**src/rtl/alu_arbiter_if.sv**
```systemverilog
// Bundle of the two requester ports, the shared-ALU port and the response channel of alu_arbiter.
// The slave modport is the arbiter's view; master is the surrounding environment's view.
interface alu_arbiter_if #(
    parameter int unsigned DATA_WIDTH = 32
);
    localparam int unsigned CTRL_WIDTH = 3;

    // Requester 0: main execute path
    logic                  r0_valid;
    logic                  r0_ready;
    logic [DATA_WIDTH-1:0] r0_op1;
    logic [DATA_WIDTH-1:0] r0_op2;
    logic [DATA_WIDTH-1:0] r0_imm;
    logic                  r0_src;
    logic [CTRL_WIDTH-1:0] r0_ctrl;

    // Requester 1: address/branch helper
    logic                  r1_valid;
    logic                  r1_ready;
    logic [DATA_WIDTH-1:0] r1_op1;
    logic [DATA_WIDTH-1:0] r1_op2;
    logic [DATA_WIDTH-1:0] r1_imm;
    logic                  r1_src;
    logic [CTRL_WIDTH-1:0] r1_ctrl;

    // Shared ALU
    logic [DATA_WIDTH-1:0] alu_op1;
    logic [DATA_WIDTH-1:0] alu_reg_op2;
    logic [DATA_WIDTH-1:0] alu_imm;
    logic                  alu_src;
    logic [CTRL_WIDTH-1:0] alu_ctrl;
    logic [DATA_WIDTH-1:0] alu_out;
    logic                  alu_eq;

    // Response channel
    logic                  rsp_valid;
    logic                  rsp_id;
    logic [DATA_WIDTH-1:0] rsp_data;
    logic                  rsp_eq;
    logic                  rsp_ready;

    modport slave (
        input  r0_valid, r0_op1, r0_op2, r0_imm, r0_src, r0_ctrl,
        output r0_ready,
        input  r1_valid, r1_op1, r1_op2, r1_imm, r1_src, r1_ctrl,
        output r1_ready,
        output alu_op1, alu_reg_op2, alu_imm, alu_src, alu_ctrl,
        input  alu_out, alu_eq,
        output rsp_valid, rsp_id, rsp_data, rsp_eq,
        input  rsp_ready
    );

    modport master (
        output r0_valid, r0_op1, r0_op2, r0_imm, r0_src, r0_ctrl,
        input  r0_ready,
        output r1_valid, r1_op1, r1_op2, r1_imm, r1_src, r1_ctrl,
        input  r1_ready,
        input  alu_op1, alu_reg_op2, alu_imm, alu_src, alu_ctrl,
        output alu_out, alu_eq,
        input  rsp_valid, rsp_id, rsp_data, rsp_eq,
        output rsp_ready
    );
endinterface

```
**src/rtl/alu_arbiter.sv**
```systemverilog
// Shares one single-cycle ALU between two requesters: accept, drive ALU for one cycle, return tagged result.
// Define ALU_ARB_RR_EN for round-robin arbitration; otherwise requester 0 has fixed priority.
module alu_arbiter #(
    parameter int unsigned DATA_WIDTH = 32
) (
    input  logic          clk,
    input  logic          rst,
    alu_arbiter_if.slave  bus
);
    localparam int unsigned CTRL_WIDTH = 3;

    typedef enum logic [1:0] {
        ST_IDLE = 2'd0,
        ST_EXEC = 2'd1,
        ST_RESP = 2'd2
    } state_t;

    typedef struct packed {
        logic [DATA_WIDTH-1:0] op1;
        logic [DATA_WIDTH-1:0] op2;
        logic [DATA_WIDTH-1:0] imm;
        logic                  src;
        logic [CTRL_WIDTH-1:0] ctrl;
        logic                  id;
    } op_t;

    state_t                state_q, state_d;
    op_t                   op_q, op_d;
    logic                  last_q, last_d;
    logic                  rsp_valid_q, rsp_valid_d;
    logic [DATA_WIDTH-1:0] rsp_data_q, rsp_data_d;
    logic                  rsp_eq_q, rsp_eq_d;
    logic                  gnt0_c, gnt1_c;

    // Grant is only offered while idle and only to a requester that is currently valid
    always_comb begin
        gnt0_c = 1'b0;
        gnt1_c = 1'b0;
        if (state_q == ST_IDLE) begin
            if (bus.r0_valid && bus.r1_valid) begin
`ifdef ALU_ARB_RR_EN
                gnt0_c = last_q;
                gnt1_c = ~last_q;
`else
                gnt0_c = 1'b1;
`endif
            end else begin
                gnt0_c = bus.r0_valid;
                gnt1_c = bus.r1_valid;
            end
        end
    end

    // Next-state and register updates
    always_comb begin
        state_d     = state_q;
        op_d        = op_q;
        last_d      = last_q;
        rsp_valid_d = rsp_valid_q;
        rsp_data_d  = rsp_data_q;
        rsp_eq_d    = rsp_eq_q;
        case (state_q)
            ST_IDLE: begin
                if (gnt1_c) begin
                    op_d.op1  = bus.r1_op1;
                    op_d.op2  = bus.r1_op2;
                    op_d.imm  = bus.r1_imm;
                    op_d.src  = bus.r1_src;
                    op_d.ctrl = bus.r1_ctrl;
                    op_d.id   = 1'b1;
                    last_d    = 1'b1;
                    state_d   = ST_EXEC;
                end else if (gnt0_c) begin
                    op_d.op1  = bus.r0_op1;
                    op_d.op2  = bus.r0_op2;
                    op_d.imm  = bus.r0_imm;
                    op_d.src  = bus.r0_src;
                    op_d.ctrl = bus.r0_ctrl;
                    op_d.id   = 1'b0;
                    last_d    = 1'b0;
                    state_d   = ST_EXEC;
                end
            end
            ST_EXEC: begin
                rsp_data_d  = bus.alu_out;
                rsp_eq_d    = bus.alu_eq;
                rsp_valid_d = 1'b1;
                state_d     = ST_RESP;
            end
            ST_RESP: begin
                if (bus.rsp_ready) begin
                    rsp_valid_d = 1'b0;
                    state_d     = ST_IDLE;
                end
            end
            default: begin
                state_d = ST_IDLE;
            end
        endcase
    end

    // Reset also discards any in-flight operation; pointer starts at 1 so requester 0 wins first
    always_ff @(posedge clk) begin
        if (rst) begin
            state_q     <= ST_IDLE;
            op_q        <= '0;
            last_q      <= 1'b1;
            rsp_valid_q <= 1'b0;
            rsp_data_q  <= '0;
            rsp_eq_q    <= 1'b0;
        end else begin
            state_q     <= state_d;
            op_q        <= op_d;
            last_q      <= last_d;
            rsp_valid_q <= rsp_valid_d;
            rsp_data_q  <= rsp_data_d;
            rsp_eq_q    <= rsp_eq_d;
        end
    end

    assign bus.r0_ready    = gnt0_c;
    assign bus.r1_ready    = gnt1_c;

    // ALU inputs hold the operand registers in every state
    assign bus.alu_op1     = op_q.op1;
    assign bus.alu_reg_op2 = op_q.op2;
    assign bus.alu_imm     = op_q.imm;
    assign bus.alu_src     = op_q.src;
    assign bus.alu_ctrl    = op_q.ctrl;

    assign bus.rsp_valid   = rsp_valid_q;
    assign bus.rsp_id      = op_q.id;
    assign bus.rsp_data    = rsp_data_q;
    assign bus.rsp_eq      = rsp_eq_q;
endmodule

```
**src/flat_wrapper.sv**
```systemverilog
// flat-port wrapper written by rule: the top's interface ports become plain ports
module alu_arbiter_flat 
#(
    parameter int unsigned DATA_WIDTH = 32
)
  (clk, rst, bus_r0_valid, bus_r0_op1, bus_r0_op2, bus_r0_imm, bus_r0_src, bus_r0_ctrl, bus_r0_ready, bus_r1_valid, bus_r1_op1, bus_r1_op2, bus_r1_imm, bus_r1_src, bus_r1_ctrl, bus_r1_ready, bus_alu_op1, bus_alu_reg_op2, bus_alu_imm, bus_alu_src, bus_alu_ctrl, bus_alu_out, bus_alu_eq, bus_rsp_valid, bus_rsp_id, bus_rsp_data, bus_rsp_eq, bus_rsp_ready);
  alu_arbiter_if #(.DATA_WIDTH(DATA_WIDTH)) bus_i ();
  input  logic clk;
  input  logic rst;
  input wire logic [$bits(bus_i.r0_valid)-1:0] bus_r0_valid;
  input wire logic [$bits(bus_i.r0_op1)-1:0] bus_r0_op1;
  input wire logic [$bits(bus_i.r0_op2)-1:0] bus_r0_op2;
  input wire logic [$bits(bus_i.r0_imm)-1:0] bus_r0_imm;
  input wire logic [$bits(bus_i.r0_src)-1:0] bus_r0_src;
  input wire logic [$bits(bus_i.r0_ctrl)-1:0] bus_r0_ctrl;
  output wire logic [$bits(bus_i.r0_ready)-1:0] bus_r0_ready;
  input wire logic [$bits(bus_i.r1_valid)-1:0] bus_r1_valid;
  input wire logic [$bits(bus_i.r1_op1)-1:0] bus_r1_op1;
  input wire logic [$bits(bus_i.r1_op2)-1:0] bus_r1_op2;
  input wire logic [$bits(bus_i.r1_imm)-1:0] bus_r1_imm;
  input wire logic [$bits(bus_i.r1_src)-1:0] bus_r1_src;
  input wire logic [$bits(bus_i.r1_ctrl)-1:0] bus_r1_ctrl;
  output wire logic [$bits(bus_i.r1_ready)-1:0] bus_r1_ready;
  output wire logic [$bits(bus_i.alu_op1)-1:0] bus_alu_op1;
  output wire logic [$bits(bus_i.alu_reg_op2)-1:0] bus_alu_reg_op2;
  output wire logic [$bits(bus_i.alu_imm)-1:0] bus_alu_imm;
  output wire logic [$bits(bus_i.alu_src)-1:0] bus_alu_src;
  output wire logic [$bits(bus_i.alu_ctrl)-1:0] bus_alu_ctrl;
  input wire logic [$bits(bus_i.alu_out)-1:0] bus_alu_out;
  input wire logic [$bits(bus_i.alu_eq)-1:0] bus_alu_eq;
  output wire logic [$bits(bus_i.rsp_valid)-1:0] bus_rsp_valid;
  output wire logic [$bits(bus_i.rsp_id)-1:0] bus_rsp_id;
  output wire logic [$bits(bus_i.rsp_data)-1:0] bus_rsp_data;
  output wire logic [$bits(bus_i.rsp_eq)-1:0] bus_rsp_eq;
  input wire logic [$bits(bus_i.rsp_ready)-1:0] bus_rsp_ready;
  assign bus_i.r0_valid = bus_r0_valid;
  assign bus_i.r0_op1 = bus_r0_op1;
  assign bus_i.r0_op2 = bus_r0_op2;
  assign bus_i.r0_imm = bus_r0_imm;
  assign bus_i.r0_src = bus_r0_src;
  assign bus_i.r0_ctrl = bus_r0_ctrl;
  assign bus_r0_ready = bus_i.r0_ready;
  assign bus_i.r1_valid = bus_r1_valid;
  assign bus_i.r1_op1 = bus_r1_op1;
  assign bus_i.r1_op2 = bus_r1_op2;
  assign bus_i.r1_imm = bus_r1_imm;
  assign bus_i.r1_src = bus_r1_src;
  assign bus_i.r1_ctrl = bus_r1_ctrl;
  assign bus_r1_ready = bus_i.r1_ready;
  assign bus_alu_op1 = bus_i.alu_op1;
  assign bus_alu_reg_op2 = bus_i.alu_reg_op2;
  assign bus_alu_imm = bus_i.alu_imm;
  assign bus_alu_src = bus_i.alu_src;
  assign bus_alu_ctrl = bus_i.alu_ctrl;
  assign bus_i.alu_out = bus_alu_out;
  assign bus_i.alu_eq = bus_alu_eq;
  assign bus_rsp_valid = bus_i.rsp_valid;
  assign bus_rsp_id = bus_i.rsp_id;
  assign bus_rsp_data = bus_i.rsp_data;
  assign bus_rsp_eq = bus_i.rsp_eq;
  assign bus_i.rsp_ready = bus_rsp_ready;
  alu_arbiter #(.DATA_WIDTH(DATA_WIDTH)) u_core (.clk(clk), .rst(rst), .bus(bus_i));
endmodule
```
**config.mk**
```make
export PLATFORM = sky130hd
export DESIGN_NAME = alu_arbiter_flat
export DESIGN_NICKNAME = d
export VERILOG_FILES = /design/src/rtl/alu_arbiter_if.sv /design/src/rtl/alu_arbiter.sv /design/src/flat_wrapper.sv
export SDC_FILE = /design/constraint.sdc
export NUM_CORES = 1
export LEC_CHECK = 0
export ABC_AREA = 1
export ABC_CLOCK_PERIOD_IN_PS = 1700
export CORE_AREA = 3 3 143 145
export CTS_CLUSTER_SIZE = 20
export DETAILED_ROUTE_END_ITERATION = 8
export DIE_AREA = 0 0 146 148
export PLACE_DENSITY = 0.87
export SETUP_SLACK_MARGIN = 0.1
export SLEW_MARGIN = 20
export SYNTH_ARGS = -nofsm -noshare
export SYNTH_HDL_FRONTEND = slang
export SYNTH_SLANG_ARGS = --single-unit
```
**constraint.sdc**
```tcl
create_clock -name clk -period 1.7 [get_ports clk]
set_input_delay 0.17 -clock clk [delete_from_list [all_inputs] [get_ports clk]]
set_output_delay 0.17 -clock clk [all_outputs]
set_load 0.005 [all_outputs]
```
Word-level counts from Yosys, hierarchy flattened
Cells that the tools add are included.

Flip-flop bits (word level): 137. Input port bits: 238. Output and inout bits: 137. Logic and storage cells: 33.

Equal/unequal tests: 4. Mux-type cells: 12. Reduce and logical (&&, ||, !) cells: 7.

Operators by type and width (number): $mux W101 (2); $mux W2 (3); $pmux W2 S3 (1); $reduce_and A2 Y1 (3); $mux W1 (5); $reduce_bool A2 Y1 (2); $ne A3 B3 Y1 const B (1); $eq A2 B1 Y1 const B (1); $eq A2 B2 Y1 const B (1); $logic_not A2 Y1 (1); $ne A2 B2 Y1 const B (1); $pmux W1 S2 (1); $logic_and A1 B1 Y1 (1).

Logic depth before layout (Yosys ltp)
Word-level depth: 6. Gate-level depth with buffers: 8.

Worst setup path after synthesis
OpenSTA, ideal clock, no wires.

Path type: register to register. Start: reg u_core.state_q[1]. End: reg u_core.op_q, in the netlist u_core.bus.alu_imm[31]. Library setup time: 112 ps. Arrival: 1144 ps. Path slack: 444 ps. Cell stages (with the launch flop): 8. Path buffers: 1. Clock period less this slack: 1256 ps. Cells stage by stage: dfxtp_1 > nor2_4 > nand2_1 > nand2_4 > buf_4 > nand2_1 > nor2_1 > nor2_1.

Cells in the longest elaborated chain, start to end: 4. Elaborated cells on any way between the ends: 6. Classes of those cells: 3 x mux; 3 x reduce/logical.

Ends and longest elaborated chain: from (decl) (RTL line alu_arbiter.sv:27) `state_t state_q, state_d;`; from (signal assigned) (RTL line alu_arbiter.sv:112) `state_q <= state_d;`; $logic_not A2 Y1 (*) (RTL line alu_arbiter.sv:39, alu_arbiter.sv:62); $mux W1 (RTL line alu_arbiter.sv:39) `if (state_q == ST_IDLE) begin`; $reduce_bool A2 Y1 (no line); $reduce_and A2 Y1 (no line); to (signal assigned) (RTL line alu_arbiter.sv:113) `op_q <= op_d;`; to (decl) (RTL line alu_arbiter.sv:28) `op_t op_q, op_d;`.

Every way passes the cells marked *; elsewhere a longest branch is shown, timed or not. A chain may end at the register's enable or synchronous reset.

Worst setup path in the final report
Start: reg u_core.state_q[1]. End: reg u_core.op_q, in the netlist u_core.bus.alu_ctrl[2].

The elaborated chain is that of the path after synthesis.

==> results.txt <==
Post-Syn Nets -> 1,381
gr usage total -> 21.9%
final setup margin -> 0.155 ns
post-synth top area cell -> dfxtp_1
count leader, synth -> nand2_1
fmax -> 0.647 GHz
GR Overflow Total -> 0
synth top area cells -> dfxtp_1 (38%), nand2_1 (16%), nor2_1 (14%)
area post-placement -> 11,300 um^2
cell count after synthesis -> 1,143
port bufs -> 374
library cells used by synthesis -> 20
Seq cells post-synth -> 137
Pwr Density -> 922 nW/um^2
Die W -> 146 um
vias in the first global route -> 7,932
Max Cap Violations -> 0
# diodes -> 0
yosys warns -> 0
first-pass GRT wire length -> 38,800 um
io pins -> 375
number of enable flip-flop cells after synthesis -> 0
CP startpoint kind -> register
Final setup viols -> 0
Max IR drop VDD -> 0.000649 V
min cycle time layout -> 1.54 ns
Die Y -> 148 um
DR DRC count -> 0
slew margin rel. -> 80.4%
routability cong. -> 0.873
routed len/inst -> 14.5 um
htree depth -> 4
Worst Tran Pin Value -> 0.295 ns
Worst setup EP type -> register
R2R Setup Slk -> 0.16 ns
Period Utilization, post-route -> 90.9%
routed via count -> 8,313
Sink Count -> 137
Clk Latency, worst-skew pair -> 0.41 ns
num rows -> 51
Initial Util -> 37.4%
Lkg Pwr -> 5.42 nW
CP Data Arrival Time -> 1.85 ns
Crit path required time -> 2.01 ns
status -> completed
Area Overhead vs Synth -> 67.6%
RSZ-0062 raised after global routing -> true
Root Driver -> clkbuf_16
Clock transition at path regs -> 0.07 ns
Yosys top cell area share -> 37.9%
Final nets -> 1,735
power consumption -> 11.2 mW
dpl ws -> -0.0354 ns
CTS tree -> yes
final WL -> 25,800 um
sequential share of the synthesized area -> 37.9%
Crit Path Category -> reg2reg
initial antenna violation count -> 0
Avg Inst Size Synth -> 6.33 um^2
die area -> 21,600 um^2
final core occ -> 62.7%
hold_buf cts -> 0
TritonCTS Buffers -> 17
drt first pass iters -> 5
synth cell count leaders -> nand2_1 (304), nor2_1 (267), dfxtp_1 (137)
Final Skew -> 0.00818 ns
largest net degree at the start of global routing -> 104
Mapped Area -> 7240 um^2
Fin. Hold Viols -> 0
CTS max path bufs -> 2
Layout Cell Area excl Fill -> 12,100 um^2
ANT nets after route -> 0
Top FF cell, synth -> dfxtp_1
core area -> 19,300 um^2
CP max FO -> 10
HP Class -> in2reg
Async S/R FF share, synth -> 0%
vias per inst -> 4.68
Post-DP HPWL -> 18,400 um
Initial DRC Count -> 426
fraction of layout cells with a size suffix above 1 -> 5.76%
Slew Limit Fails -> 0
final setup TNS -> 0 ns
## cells in the final DEF (no fill, tap or decap), types with 2 or more instances in the layout
cell type	synthesis	layout
a21boi_0	100	100
a21oi_1	2	2
buf_12	0	12
buf_16	0	2
buf_4	4	28
bufinv_16	0	4
clkbuf_16	0	21
clkdlybuf4s50_1	0	372
clkinv_4	0	3
clkinvlp_4	0	4
dfxtp_1	137	137
dlygate4sd2_1	0	2
inv_1	105	105
inv_6	0	2
nand2_1	304	301
nand2_2	0	3
nand3_1	102	102
nor2_1	267	266
nor2_4	2	3
o21ai_0	33	33
## path summary, 6_finish.rpt
| check | from | to | cells after the start |
|---|---|---|---|
| setup reg to reg | u_core.state_q[1] | u_core.bus.alu_ctrl[2] | 10 |
| hold reg to reg | u_core.bus.rsp_id | u_core.bus.rsp_id | 2 |
| hold / removal | bus_alu_out[28] | u_core.bus.rsp_data[28] | 3 |
| setup / recovery | u_core.state_q[1] | u_core.bus.alu_ctrl[2] | 10 |
## registers in the layout, indices dropped and copies added, names as in the netlist
signal / count
u_core.bus.alu_imm: 32
u_core.bus.alu_op1: 32
u_core.bus.alu_reg_op2: 32
u_core.bus.rsp_data: 32
u_core.bus.alu_ctrl: 3
u_core.state_q: 2
u_core.bus.alu_src: 1
u_core.bus.rsp_eq: 1
u_core.bus.rsp_id: 1
u_core.bus.rsp_valid: 1
## logic make-up after synthesis
kind of cell,count (synthesis),synth area share [%]
compound gates,137,13.1
flops,137,37.9
buf+inv,192,11.8
simple gates,677,37.2
## report_power, final
| part | leakage (nW) | internal, mW | switching [mW] |
|---|---|---|---|
| registers | 1.14 | 3.59 | 0.191 |
| logic | 3.99 | 1.84 | 1.56 |
| clock network | 0.296 | 2.51 | 1.49 |
## final cells by class
class	instances	area, um^2
multi-input combinational	814	3670
inverter	107	404
sequential	137	2740
clock inverter	13	194
clock buffer	19	443
timing repair buffer	420	4350
fill	1672	7200
tap	265	332
## layer usage
layer	share of wire, %	vias to the layer above	global-route usage, %
met4	2.6	0	7.43
li1	-	4215	-
met1	38	3725	23.3
met3	8.6	46	7.60
met2	51	327	40.3
met5	0	-	0
## repair_timing
action / in CTS / in global routing
buffers inserted: 3 / 3
cloned: 0 / 4
pin swaps: 1 / 2
setup endpoints to repair: 2 / 35
resized for setup: 4 / 5
## through the flow
| stage | hold WS [ns] | cells |
|---|---|---|
| after floorplan | 0.239 | 1143 |
| after global placement | 0.463 | 1733 |
| after detailed placement | 0.459 | 1733 |
| after CTS | 0.312 | 1768 |
| after global routing | 0.349 | 1775 |
| final | 0.340 | 1775 |
## critical path: stages, from the launching register on
cell and delay [ns]:
dfxtp_1 0.34, nor2_4 0.14, buf_12 0.12, nand2_2 0.05
buf_4 0.16, nand2_8 0.10, buf_4 0.12, clkbuf_16 0.15
nand2_1 0.05, nor2_1 0.16, nor2_1 0.05
Note: power is estimated with default switching activity, not from simulation.
